--- config.mk ---
export PLATFORM = sky130hd
export DESIGN_NAME = op_sequencer
export DESIGN_NICKNAME = d
export VERILOG_FILES = /design/src/rtl/op_sequencer.sv
export SDC_FILE = /design/constraint.sdc
export NUM_CORES = 1
export LEC_CHECK = 0
export ABC_AREA = 1
export BUFFER_PORTS_ARGS = -buffer_cell sky130_fd_sc_hd__buf_2
export CORE_MARGIN = 10
export CORE_UTILIZATION = 45
export CTS_CLUSTER_DIAMETER = 120
export DETAILED_ROUTE_END_ITERATION = 10
export HOLD_SLACK_MARGIN = 0.02
export PLACE_DENSITY = 0.68
export SYNTH_ARGS = -nofsm -noshare
export SYNTH_HDL_FRONTEND = slang
export SYNTH_SLANG_ARGS = --single-unit
--- constraint.sdc ---
create_clock -name clk -period 2.89 [get_ports clk]
set_input_delay 0.1445 -clock clk [delete_from_list [all_inputs] [get_ports clk]]
set_output_delay 0.1445 -clock clk [all_outputs]
set_load 0.02 [all_outputs]
--- src/rtl/op_sequencer.sv ---
// op_sequencer: issues a counted run of start pulses to a downstream
// unit, pacing each on its done pulse, with abort and error tracking.
module op_sequencer #(
  parameter int CNT_WIDTH = 16
) (
  input  logic                 clk,
  input  logic                 rst,
  input  logic                 cmd_valid,
  output logic                 cmd_ready,
  input  logic [CNT_WIDTH-1:0] cmd_count,
  input  logic                 abort,
  output logic                 op_start,
  output logic [CNT_WIDTH-1:0] op_index,
  input  logic                 op_done,
  output logic                 busy,
  output logic                 done,
  output logic                 aborted,
  output logic                 error
);

  typedef enum logic [1:0] {
    IDLE,
    ISSUE,
    WAIT,
    FINISH
  } state_t;

  state_t state;
  state_t state_nx;

  logic [CNT_WIDTH-1:0] idx;
  logic [CNT_WIDTH-1:0] cnt;
  logic                 err_q;
  logic                 abort_q;
  logic                 accept;
  logic                 last;
  logic                 abort_hit;
  logic                 step_idx;

  assign accept    = (state == IDLE) && cmd_valid;
  assign last      = (idx == cnt - CNT_WIDTH'(1));
  assign abort_hit = abort && (state != IDLE);
  assign step_idx  = (state == WAIT) && op_done
                     && !abort && !last;

  // state register
  always_ff @(posedge clk) begin
    if (rst) state <= IDLE;
    else     state <= state_nx;
  end

  // next-state logic; abort overrides every other transition
  always_comb begin
    state_nx = state;
    unique case (state)
      IDLE: begin
        if (cmd_valid)
          state_nx = (cmd_count == '0) ? FINISH : ISSUE;
      end
      ISSUE: state_nx = WAIT;
      WAIT: begin
        if (op_done)
          state_nx = last ? FINISH : ISSUE;
      end
      FINISH: state_nx = IDLE;
      default: state_nx = IDLE;
    endcase
    if (abort_hit) state_nx = IDLE;
  end

  // outputs decoded from registered state
  always_comb begin
    cmd_ready = 1'b0;
    busy      = 1'b0;
    op_start  = 1'b0;
    done      = 1'b0;
    unique case (state)
      IDLE:   cmd_ready = 1'b1;
      ISSUE: begin
        busy     = 1'b1;
        op_start = 1'b1;
      end
      WAIT:   busy = 1'b1;
      FINISH: begin
        busy = 1'b1;
        done = 1'b1;
      end
      default: cmd_ready = 1'b0;
    endcase
  end

  assign op_index = idx;
  assign error    = err_q;
  assign aborted  = abort_q;

  // latched count and running index; index holds after completion
  always_ff @(posedge clk) begin
    if (rst) begin
      idx <= '0;
      cnt <= '0;
    end else if (accept) begin
      idx <= '0;
      cnt <= cmd_count;
    end else if (step_idx) begin
      idx <= idx + CNT_WIDTH'(1);
    end
  end

  // abort pulse and sticky error; a new error beats the clear
  always_ff @(posedge clk) begin
    if (rst) begin
      err_q   <= 1'b0;
      abort_q <= 1'b0;
    end else begin
      abort_q <= abort_hit;
      if (op_done && (state != WAIT)) err_q <= 1'b1;
      else if (accept)                err_q <= 1'b0;
    end
  end

endmodule

* Yosys cells after proc, flatten, opt, wreduce, memory -nomap -nowiden
Index checks and enable logic that the tools add are counted.
Operators by class: add/subtract/negate cells 2, equal/unequal tests 7, muxes and demuxes 11, reduce and logical (&&, ||, !) cells 16
Operator list (count):
- $add 16x1->16 const B | 1
- $eq 16x16->1 | 1
- $logic_not 16->1 | 1
- $sub 16x1->16 const B | 1
- $mux 2 | 4
- $pmux 2 s4 | 1
- $logic_and 1x1->1 | 6
- $mux 1 | 6
- $ne 2x2->1 const B | 3
- $eq 2x2->1 const B | 2
- $reduce_bool 2->1 | 2
- $reduce_or 2->1 | 2
- $reduce_or 3->1 | 1
- $eq 2x1->1 const B | 1
- $logic_not 1->1 | 2
- $logic_not 2->1 | 1
- $reduce_and 2->1 | 1
Storage, ports and cells: register bits after elaboration 36, input bits 21, output and inout bits 22, logic and storage cells 41

* Logic depth before layout (Yosys ltp)
Gate-level depths: netlist of run 1.
depth after elaboration 5, gate-level depth with buffers 17

* Least setup slack after synthesis of run 1
No wires, ideal clock.
path type register -> register, start register state[0], end register cnt[10], library setup time 0.128 ns, data arrival time 1.876 ns, data required time 2.762 ns, path slack 0.886 ns, cell stages (with the launch flop) 8, path buffers 1, path through dfxtp_1 > nor2_1 > inv_1 > nor2_1 > inv_1 > clkbuf_1 > o21ai_0 > a21oi_1
On the way: word-level cells in the longest chain between the ends 2
Ends and longest elaborated chain:
- from (decl) | RTL line 28 | state_t state;
- from (signal assigned) | RTL line 49 | else state <= state_nx;
- $logic_not 2->1 | RTL line 40 | assign accept = (state == IDLE) && cmd_valid;
- $logic_and 1x1->1 | RTL line 40
- to (signal assigned) | RTL line 103 | cnt <= cmd_count;
- to (decl) | RTL line 32 | logic [CNT_WIDTH-1:0] cnt;
No other way between the ends. A chain may end at the register's enable or synchronous reset.

* Worst setup path in the final report of run 1
start register cnt[1], end register idx[12] (netlist: op_index[12])
On the way: word-level cells in the longest chain between the ends 4
Ends and longest elaborated chain:
- $sub 16x1->16 | RTL line 41 | assign last = (idx == cnt - CNT_WIDTH'(1));
- $eq 16x16->1 | RTL line 41
- $logic_not 1->1 | RTL line 44 | && !abort && !last;
- $logic_and 1x1->1 | RTL line 44
- to (signal assigned) | RTL line 105 | idx <= idx + CNT_WIDTH'(1);
- to (decl) | RTL line 31 | logic [CNT_WIDTH-1:0] idx;
No other way between the ends.

==> results of run 1 <==
[layer usage]
layer | wire length, um | vias to the layer above | GRT usage, %
met3 | 279 | 11 | 3.92
met2 | 2970 | 41 | 24.8
met5 | 0 | - | 0
met1 | 2890 | 1083 | 18.7
met4 | 114 | 0 | 5.53
li1 | - | 1282 | -
[how the worst max path moves through the flow]
stage	start	end	slack, ns	depth (start not counted)
finish	cnt[1]	op_index[12]	0.66	14
global route	cnt[1]	op_index[11]	0.29	14
CTS	cnt[1]	op_index[12]	0.62	16
detailed placement	cnt[1]	op_index[12]	0.64	16
global placement	cnt[1]	op_index[12]	0.69	14
floorplan	state[0]	cnt[10]	0.89	7
[kinds of logic after synthesis]
group                    after synthesis  synth area share, %
XOR/XNOR                              23                 8.30
adder cells (fa/ha/maj)                2                 1.03
AND/OR/NAND/NOR                      199                 38.0
flip-flops                            36                 29.7
AO/OA/AOI/OAI                         55                 13.4
buffers and inverters                 57                 9.64
[critical path, delay by kind of cell, from the launching register on]
family                     cells  cell delay, ns
AOI/OAI and AO/OA              1            0.15
adders and majority gates      1            0.23
DFF                            1            0.32
and+or+nand+nor               11            1.35
buffers and inverters          1            0.10
[cells in the mapped netlist]
cell type	number
sky130_fd_sc_hd__nand2_4	2
sky130_fd_sc_hd__xor2_1	17
sky130_fd_sc_hd__clkbuf_1	4
sky130_fd_sc_hd__a21oi_1	22
sky130_fd_sc_hd__nor2_1	40
sky130_fd_sc_hd__nor2_2	3
sky130_fd_sc_hd__o21ai_1	2
sky130_fd_sc_hd__a21oi_2	10
sky130_fd_sc_hd__buf_2	3
sky130_fd_sc_hd__buf_12	1
sky130_fd_sc_hd__or2_2	1
sky130_fd_sc_hd__nand2_2	14
sky130_fd_sc_hd__o21ai_0	18
sky130_fd_sc_hd__nor4_1	6
sky130_fd_sc_hd__nand2_1	80
sky130_fd_sc_hd__a41oi_1	1
sky130_fd_sc_hd__o21bai_1	1
sky130_fd_sc_hd__ha_1	2
sky130_fd_sc_hd__nor3_1	9
sky130_fd_sc_hd__nand4_1	2
sky130_fd_sc_hd__nand3b_1	2
sky130_fd_sc_hd__dfxtp_1	36
sky130_fd_sc_hd__nand3_1	35
sky130_fd_sc_hd__and2_1	1
sky130_fd_sc_hd__a32o_1	1
sky130_fd_sc_hd__inv_1	47
sky130_fd_sc_hd__inv_2	2
sky130_fd_sc_hd__xnor2_1	6
sky130_fd_sc_hd__nor2_4	4
[power by group through the flow]
stage	sequential, uW	clock (uW)	combinational [uW]
after CTS	547	398	289
after floorplan	555	0	222
after global placement	559	0	282
after global routing	551	425	332
after detailed placement	558	0	287
final	547	389	287
[flip-flops by register name, indices dropped and copies added, names as in the netlist]
signal / flops
cnt: 16
state: 2
error: 1
op_index: 16
aborted: 1
[through the flow]
stage	util (%)	hold WS (ns)	worst slack (ns)	total power (uW)
after detailed placement	51.9	0.351	0.640	846
after CTS	53.7	0.0434	0.619	1230
after floorplan	-	0.221	0.886	776
after global routing	53.7	0.0589	0.288	1310
after global placement	51.9	0.357	0.694	841
final	53.7	0.0484	0.657	1220
[area by class of cell]
| cell class | instances | area, sq um | area share [%] |
|---|---|---|---|
| inverters | 49 | 184 | 6.62 |
| repair buffers | 43 | 218 | 7.83 |
| flip-flops and latches | 36 | 721 | 25.9 |
| well taps | 70 | 87.6 | 3.15 |
| multi-input cells | 279 | 1470 | 53.0 |
| clock buffers | 7 | 96.3 | 3.47 |
==> run summary, run 1 <==
The worst hold path terminates at aborted. The later-pin clock latency in the skew report is 0.29 ns. The relative max-transition margin is approximately 54%. The post-route DRC violation count is 0. The tool flagged a number of max-cap violations equal to 0. The critical path's largest stage delay came out at 0.32 ns. The clock network is responsible for a little under a third of the overall power. The cts-stage hold buffer count came out at 0. The final weighted congestion in routability-driven placement is 0.891. By area the synthesized netlist is led by sky130_fd_sc_hd__dfxtp_1 (30%), sky130_fd_sc_hd__nand2_1 (12%), sky130_fd_sc_hd__inv_1 (7.3%). The library cell used most frequently in the layout, excluding fill and tap cells, is sky130_fd_sc_hd__nand2_1. The most numerous cell type found on the critical path is sky130_fd_sc_hd__nand2_1.

The total number of vias came out at approximately 2,400. The chip width came out at 93.4 um. In the final design database the tool counted around 440 nets.

The final non-filler cell total came out at 484. The post-synthesis to final-layout area growth is 14.5%. The number of nets handed over by synthesis was 395.

Summed over all layers, the global routing overflow is 0. Cells with a size suffix above 1 make up 20.8% of the layout. The netlist area before placement came out at 2430 sq um. The pin count of the biggest net entering global routing is 27. Static timing analysis puts the maximum clock frequency at 448 MHz. The post-synthesis area per instance is about 6.5 sq um.

The worst hold path begins at rst. The via-per-instance ratio is 4.99. The global router's overall resource usage is 15.2%. The switching share of total power is 31.9%. The post-synthesis instance total is 372. The initial detailed-routing violation count came out at 128. The part of the power in combinational logic came out at a little under a quarter. The final setup violation count came out at 0. The global-route wire length before repair came out at 11,000 um. The internal portion of total power is 832 uW. The minimum clock period after layout came out at 2.23 ns. The number of placed cells counting well taps is 477.

The routed design has 6250 um of wire. The endpoint identified for the worst register-to-register timing path is op_index[12]. The worst hold path cell count came out at 2. The final design area excluding fillers is 2780 sq um. The floorplan row count came out at 26. The number of clock sinks is 36. Counting flops and latches in the post-synthesis netlist gives 36. The power share of the sequential group came out at 44.7%. Leaving out fill and tap cells, the most frequent cells in the layout are sky130_fd_sc_hd__nand2_1 (80), sky130_fd_sc_hd__inv_1 (47), sky130_fd_sc_hd__buf_2 (42).

The number of synthesis warnings came out at 0. The count of fill cells added during filler insertion came out at roughly 530. The reg-to-reg setup timing slack came out at between 0.6 and 0.7 ns. The diode insertion count for antenna repair is 0. The number of buffers inserted during clock tree synthesis came out at 5. The critical path start-end classification is reg2reg.

The total I/O pin count is 43. The CTS tree is built. The power per cell area is 440 nW/um^2. The post-CTS clock slew at the launch and capture registers of the worst setup and hold paths is approximately 0.07 ns. For the pin with the worst max-slew slack, the measured transition is 0.684 ns.

The proportion of synthesized chip area in sequential cells is 29.7%. The endpoint class of the critical path is a register. Data on the critical path arrives at its endpoint at approximately 2.4 ns. The share of synthesized area in the top cell type comes to 29.7%.

The cell at the root of the clock tree is sky130_fd_sc_hd__clkbuf_8. The analysis attributes to net switching a power of 391 uW. sky130_fd_sc_hd__dfxtp_1 takes more of the synthesized area than any other cell. The starting density of the core is a little under half.

The routed wire length per instance came out at around 13 um. The placement-stage cell area came out at approximately 2700 sq um. The buffer count from post-CTS setup fixing came out at 0. The residual antenna-violating net count after detailed routing came out at 0. Among all stages on the critical path, the largest delay is contributed by sky130_fd_sc_hd__dfxtp_1. The run finished with clean final reports. Setup repair after global routing left no endpoint under its margin. The maximum fanout count along the critical path came out at 17. The core region is 5170 sq um. The number of distinct standard cells referenced by the synthesized netlist is 29. In the final timing run, aggregate negative setup slack is 0 ns. The count of instances resized after the clock tree is built came out at 0. The number of pins with negative max-slew slack in the final report is 0.

The CTS H-tree depth came out at 2. Clock skew on the completed layout was measured at 0.00471 ns. The floorplan die area came out at between 8000 and 9000 sq um. The number of antenna violations at the first check in global routing is 0. The via count of the first global-routing pass came to around 2,300. The number of buffers on the longest clock path came out at 2. Across the VDD grid, the largest voltage drop is 0.000229 V. Detailed placement finished with a half-perimeter wire length of ~5000 um. The worst hold path belongs to the class in2reg.

The worst register-to-register path begins at cnt[1]. The critical path goes through inv_1 -> ha_1 -> nand2_1 -> nor2_1 -> nand3_1 -> nand3_1 -> nand2_1 -> nor2_1 -> nand2_1 -> nor2_4 -> nand2_4 -> nand2_4 -> nand2_1 -> a21oi_1. The height of the die came out at 93.4 um. The cell count of the worst reg-to-reg path came out at 14. The number of hold violations in the final report came to 0. The critical path required time came out at roughly 3.1 ns.

After layout, the worst path uses 77.3% of the clock period. Summed over all cells, the static leakage comes to roughly 0.0013 uW. The number of input and output port buffers inserted is 42. The number of iterations in the first detailed-routing pass is 4. STA classifies the critical path startpoint as a register.
No activity file was read; power rests on OpenSTA's default activity.
==> run 2: changes to the inputs <==
ABC_AREA = 0   (was 1)
clock period = 2.2 ns   (was 2.89 ns; I/O delays follow)
==> run summary, run 2 <==
The run finished, with violations left. The final reports fail on setup timing. The top cell type's share of synthesized area is between 20% and 30%. For this run, the post-layout net count is between 400 and 500. The routed wire length per instance came out at 16.8 um.

The maximum fanout count along the critical path is 7. The post-synthesis async set-or-reset flop share is 0%. The total nets after synthesis is 339. Grouping stages by cell kind, the critical path spends the most delay in compound AO/OA/AOI/OAI gates. The leakage power came out at between 0.001 and 0.0015 uW. The post-route DRC violation count is 0. The clock network is responsible for between 30% and 40% of the overall power. After synthesis, the cell types taking the most area are sky130_fd_sc_hd__dfxtp_1 (29%), sky130_fd_sc_hd__nand2_1 (8.3%), sky130_fd_sc_hd__a21oi_1 (6.3%). The number of input and output port buffers inserted came out at between 40 and 50. The final worst slack is -0.374 ns. The clock passes through at most 2 buffers.

The minimum clock period after layout is 2.57 ns. Across the VDD grid, the largest voltage drop is 0.000437 V. The data arrival time of the worst path came out at approximately 2.8 ns.

In this run the power density over the cells is around 620 nW/um^2. The number of enable flip-flop cells after synthesis came out at 0. The floorplan row count is 26. The total overflow left after global routing is 0. The final route contains 2,663 vias. The post-route worst hold slack came out at 0.0603 ns.

The final setup violation count is 17. The initial detailed-routing violation count is between 150 and 200. The final weighted congestion in routability-driven placement came out at between 0.8 and 0.9. The proportion of synthesized chip area in sequential cells is 29.4%. The diode insertion count for antenna repair is 0. The number of clock buffers added by TritonCTS is 5. In the layout the commonest cells are sky130_fd_sc_hd__nand2_1 (54), sky130_fd_sc_hd__buf_4 (51), sky130_fd_sc_hd__buf_2 (42). A synthesized cell averages just under 8 sq um. The total area inside the core boundary comes to ~5200 sq um. The initial utilization of the core area, before any placement, comes to 47.0%. The relative max-transition margin is a little under three fifths. The maximum clock skew at final layout is 0.00505 ns.

The internal portion of total power is 1530 uW. The number of register bits inferred by synthesis is 36. The critical path contains buffers and inverters numbering 2 combined. The count of fill cells added during filler insertion is around 440. Among all flip-flop cells after synthesis, the most frequent one is sky130_fd_sc_hd__dfxtp_1. The number of iterations in the first detailed-routing pass is 5.

The pin count of the biggest net entering global routing came out at 31. The via-per-instance ratio is 5.68. The floorplan die area is just under 9000 sq um. In the synthesized netlist, the cells that appear most often are sky130_fd_sc_hd__nand2_1 (54), sky130_fd_sc_hd__dfxtp_1 (36), sky130_fd_sc_hd__a21oi_1 (31), sky130_fd_sc_hd__or3_1 (16). The chip width is 93.8 um. The post-synthesis to final-layout area growth is 40.0%. Net switching is between 20% and 30% of the power. The share of the cycle needed by the critical path after routing is 117%. The startpoint kind of the worst setup timing path is a register.

TritonCTS built the clock tree. The classification of the worst-slack hold path is in2reg. The number of synthesis warnings is 0. The number of pins with negative max-slew slack in the final report was 0. The post-DP HPWL is 5860 um. For this run, the share of the core covered by cells in the final layout is between 60% and 70%. The synthesized netlist occupies a cell area of 2450 sq um. The number of hold violations in the final report came out at 0. sky130_fd_sc_hd__dfxtp_1 takes more of the synthesized area than any other cell. The later-pin clock latency in the skew report came out at 0.29 ns.

The net switching power came out at 597 uW. The number of clock sinks is 36. The count of nets left with antenna violations once routing finished came out at 0. The H-tree was split into 2 levels.

Combinational logic is responsible for 28.5% of the overall power. The first global-routing pass estimated 12,500 um of wire. The worst setup path is captured at a register.

The height of the die is around 94 um. The via count of the first global-routing pass is 2,512. On the worst path, the slowest cell contributes a delay of around 0.44 ns.

The number of different library cells used by synthesis comes to 61. The fraction of layout cells with a size suffix above 1 came out at 34.8%. The critical path's slowest cell is sky130_fd_sc_hd__or3b_4. By startpoint and endpoint, the worst setup path is classified as reg2reg. The global router's overall resource usage came out at 17.3%.

For this block, the routed nets add up to roughly 7900 um of wire. Timing would allow up to 388 MHz. By instance count, the leading cell after synthesis is sky130_fd_sc_hd__nand2_1. The critical path required time came out at 2.37 ns. The post-synthesis instance total is 316. Setup repair after global routing could not meet its margin everywhere. The number of violations of the max-capacitance limit came out at 0. Walking the worst path, the cells encountered are inv_4 -> ha_4 -> or3b_4 -> o41ai_4 -> a41oi_4 -> a2111o_1 -> a2111oi_4 -> buf_4 -> or3_1 -> a21oi_1. After clock tree synthesis, the clock-pin slew on the worst setup and hold paths is 0.08 ns. The total I/O pin count came out at 43. In this run the clock root is driven by a sky130_fd_sc_hd__clkbuf_8.

For the pin with the worst max-slew slack, the measured transition is 0.647 ns. The leading cell type in the layout, fill and taps excluded is sky130_fd_sc_hd__nand2_1. The number of antenna violations at the first check in global routing is 0. Sequential cells burn 32.8% of the power.
-- run 2: final cells by class --
class / instances / area, sq um / share of cell area [%]
multi-input combinational: 247 / 1750 / 51.0
sequential: 36 / 723 / 21.1
timing repair buffer: 97 / 664 / 19.4
clock inverter: 3 / 90.1 / 2.63
tap: 70 / 87.6 / 2.56
clock buffer: 5 / 68.8 / 2.01
inverter: 11 / 43.8 / 1.28
-- run 2: through the flow --
step | TNS [ns] | setup slack, ns | std cells | cell area (sq um) | power (uW)
final | -5.31 | -0.374 | 469 | 3430 | 2130
after global routing | -6.65 | -0.469 | 469 | 3430 | 2210
after CTS | -4.57 | -0.333 | 466 | 3330 | 2090
after detailed placement | -5.33 | -0.374 | 457 | 3130 | 1240
after global placement | -4.17 | -0.314 | 457 | 3130 | 1230
after floorplan | -4.13 | -0.314 | 316 | 2550 | 1040
-- run 2: final timing paths --
kind / slack [ns] / cells past startpoint / from / endpoint
setup reg to reg: -0.37 / 10 / cnt[0] / op_index[0]
hold reg to reg: 0.49 / 2 / cnt[15] / cnt[15]
setup / recovery: -0.37 / 10 / cnt[0] / op_index[0]
hold / removal: 0.06 / 3 / cmd_count[14] / cnt[14]
-- run 2: metal layers --
| metal | part of all wire [%] | global-route usage (%) | routed length, um |
|---|---|---|---|
| met5 | 0 | 0 | 0 |
| met4 | 2.1 | 5.06 | 163 |
| met3 | 5.0 | 3.68 | 396 |
| met2 | 48 | 28.7 | 3800 |
| met1 | 45 | 22.0 | 3500 |
-- run 2: tightest hold or removal path: stages --
cell                      delay (ns)
sky130_fd_sc_hd__buf_2          0.10
sky130_fd_sc_hd__nand2_1        0.05
sky130_fd_sc_hd__a21oi_1        0.05
-- run 2: cell families after synthesis --
family	Yosys count	synth area share, %
adder cells (fa/ha/maj)	2	1.02
buffers and inverters	33	5.82
AND/OR/NAND/NOR	150	32.5
multiplexers	11	4.50
flip-flops	36	29.4
AO/OA/AOI/OAI	68	20.4
XOR/XNOR	16	6.34
-- run 2: power groups by stage --
stage / logic [uW] / clock network (uW) / registers [uW]
floorplan: 338 / 0 / 706
global placement: 518 / 0 / 711
detailed placement: 529 / 0 / 712
CTS: 557 / 832 / 698
global route: 651 / 860 / 702
finish: 608 / 825 / 699
-- run 2: what timing repair did --
action                                  4_1_cts  5_1_grt
buffers inserted                              1        2
gates resized for setup                       6       13
gates cloned                                  0        1
hold buffers                                  0        0
endpoints found under the setup margin       17       17
pin swaps                                     1        6
==> run 3: changes to the inputs <==
CORE_UTILIZATION = 30   (was 45)
PLACE_DENSITY = 0.5   (was 0.68)
SKIP_LAST_GASP = 1   (was not set)
==> run summary, run 3 (synthesis results as in run 2) <==
The data arrival time of the worst path came out at 2.83 ns. The final worst slack is -0.410 ns. TritonCTS built the clock tree. The core area is approximately 8000 sq um. The tree is rooted in a sky130_fd_sc_hd__clkbuf_8. Counting stages on the worst path, the most repeated cell is sky130_fd_sc_hd__buf_4. Using the TritonRoute via totals, the vias-per-cell ratio works out to 5.10. Setup repair after global routing could not meet its margin everywhere. The maximum operating frequency is 383 MHz. The post-route DRC violation count came out at 0.

The post-route worst hold slack came out at 0.0577 ns. The total length of routed wires is between 8000 and 9000 um. The height of the die is 110 um.

The number of pins with negative max-slew slack in the final report is 0. The library cells used most frequently in the layout, excluding fill and tap cells, are sky130_fd_sc_hd__buf_4 (61), sky130_fd_sc_hd__nand2_1 (54), sky130_fd_sc_hd__buf_2 (42). The maximum fanout count along the critical path came out at 5.

The first routing iteration left approximately 140 violations. The number of antenna violations at the first check in global routing is 0. The pin count of the biggest net entering global routing is 31. The checks that failed: setup timing. The via count of the first global-routing pass came to 2,495. Leaving out fill and tap cells, the most frequent cell in the layout is sky130_fd_sc_hd__buf_4.

The later-pin clock latency in the skew report is 0.30 ns. The combined buffer and inverter count along the critical path is 5. Clock skew on the completed layout was measured at 0.00631 ns. The global-route wire length before repair came out at 13,100 um. For this configuration, the core starts out at a cell density of between 30% and 40%.

The multi-input combinational cells in the finished layout cover a total of 1790 sq um. The relative max-transition margin came out at 35.7%. The maximum vdd ir drop is 0.000249 V. The clock drives 36 sinks. On the critical path the largest part of the delay comes from buffers and inverters. The post-CTS clock slew at the launch and capture registers of the worst setup and hold paths is roughly 0.07 ns. The critical path's largest stage delay came out at 0.56 ns.

The flow ran to the end, but the final reports show violations. The clock passes through at most 2 buffers. After legalization and detailed placement, the total HPWL measured 6350 um. The die covers 12,200 sq um.

The total overflow reported by the global router is 0. STA classifies the critical path startpoint as a register. Buffers placed on the I/O ports in this run total 42. On the critical path, the stage with the largest delay is an instance of sky130_fd_sc_hd__or4_4. The final design area excluding fillers came out at between 3000 and 4000 sq um. The post-synthesis to final-layout area growth is 44.6%.

The repair_antennas step left the layout with diodes totalling 0. The total number of nets in the final design is 432. The number of iterations in the first detailed-routing pass came out at 4. The min-delay analysis places its worst path in the category in2reg.

The number of hold violations in the final report came to 0. The residual antenna-violating net count after detailed routing came out at 0. The minimum clock period after layout is 2.61 ns. The final setup violation count came out at 17. The setup path with the least slack is of type reg2reg.

The transition time at the pin with the least slew margin is 0.960 ns. Across all layers, the routed design uses 2,606 vias. STA classifies the critical path endpoint as a register. The floorplan step set the die width to ~110 um. The clock tree synthesis step divided the H-tree into 2 levels. Across the run, the number of max-cap violations was 0. The storage element area is 726 sq um. The placement-stage cell area is approximately 3200 sq um. The floorplan has 32 rows. The global router's overall resource usage is a little over an eighth. Buffers inserted during clock tree synthesis total 5. The power per cell area is between 500 and 600 nW/um^2. In the finished design, the share of the clock period the worst path needs comes to 119%. Of the cells placed in the final design, the portion with a size suffix greater than 1 is between 30 and 40%.

Pin placement for this block handled 43 I/O pins. The leakage power came out at 0.00140 uW. STA puts the critical path data required time at approximately 2.4 ns.

Walking the worst path, the cells encountered are or4_4 -> buf_4 -> nor2_2 -> buf_4 -> o221a_2 -> buf_4 -> a2111oi_4 -> buf_4 -> buf_12 -> a2111oi_4 -> mux2i_1. The final weighted congestion in routability-driven placement is 0.848. The routed wire length per instance is 15.8 um. The post-route setup TNS came out at -5.57 ns.

The count of fill cells added during filler insertion is 824.
run 3: final timing paths:
kind	startpoint	to	slack, ns	depth (start not counted)
worst max-delay path	cnt[0]	op_index[10]	-0.41	11
worst min-delay path	cmd_count[5]	cnt[5]	0.06	3
worst max register to register	cnt[0]	op_index[10]	-0.41	11
worst min register to register	op_index[15]	op_index[15]	0.50	2
run 3: final cells by class:
cell class	instances	area share, %
Sequential cell	36	20.5
Tap cell	102	3.60
Clock buffer	7	2.72
Inverter	11	1.24
Timing Repair Buffer	108	21.4
Multi-Input combinational cell	247	50.5
run 3: timing repair:
action	CTS	global route
hold buffers	0	0
endpoints found under the setup margin	17	17
cloned	0	1
pin swaps	5	7
gates resized for setup	17	13
setup buffers	5	3
run 3: per-stage QoR:
step	setup slack, ns	power [uW]	utilization, %	std cells
global placement	-0.387	1260	41.2	498
detailed placement	-0.425	1260	41.2	498
floorplan	-0.314	1040	-	316
global route	-0.523	1960	45.1	511
CTS	-0.420	1840	43.7	508
finish	-0.410	1850	45.1	511
run 3: where the power goes:
part / internal (uW) / total (uW) / switching [uW]
Sequential: 674 / 698 / 23.8
Clock: 279 / 525 / 246
Combinational: 310 / 624 / 314
Total: 1260 / 1850 / 584
run 3: worst register-to-register path, delay by kind of cell, from the launching register on:
kind                   cells  cell delay (ns)
AO/OA/AOI/OAI              3             0.62
AND/OR/NAND/NOR            2             0.65
buffers and inverters      5             0.71
multiplexers               1             0.21
flip-flops                 1             0.37
run 3: per-layer routing:
layer  global-route usage, %  wire, um  vias to the layer above
li1                        -         -                     1340
met1                    18.8      4050                     1226
met2                    21.2      3720                       33
met3                    2.67       247                        7
met4                    3.30        79                        0
met5                       0         0                        -
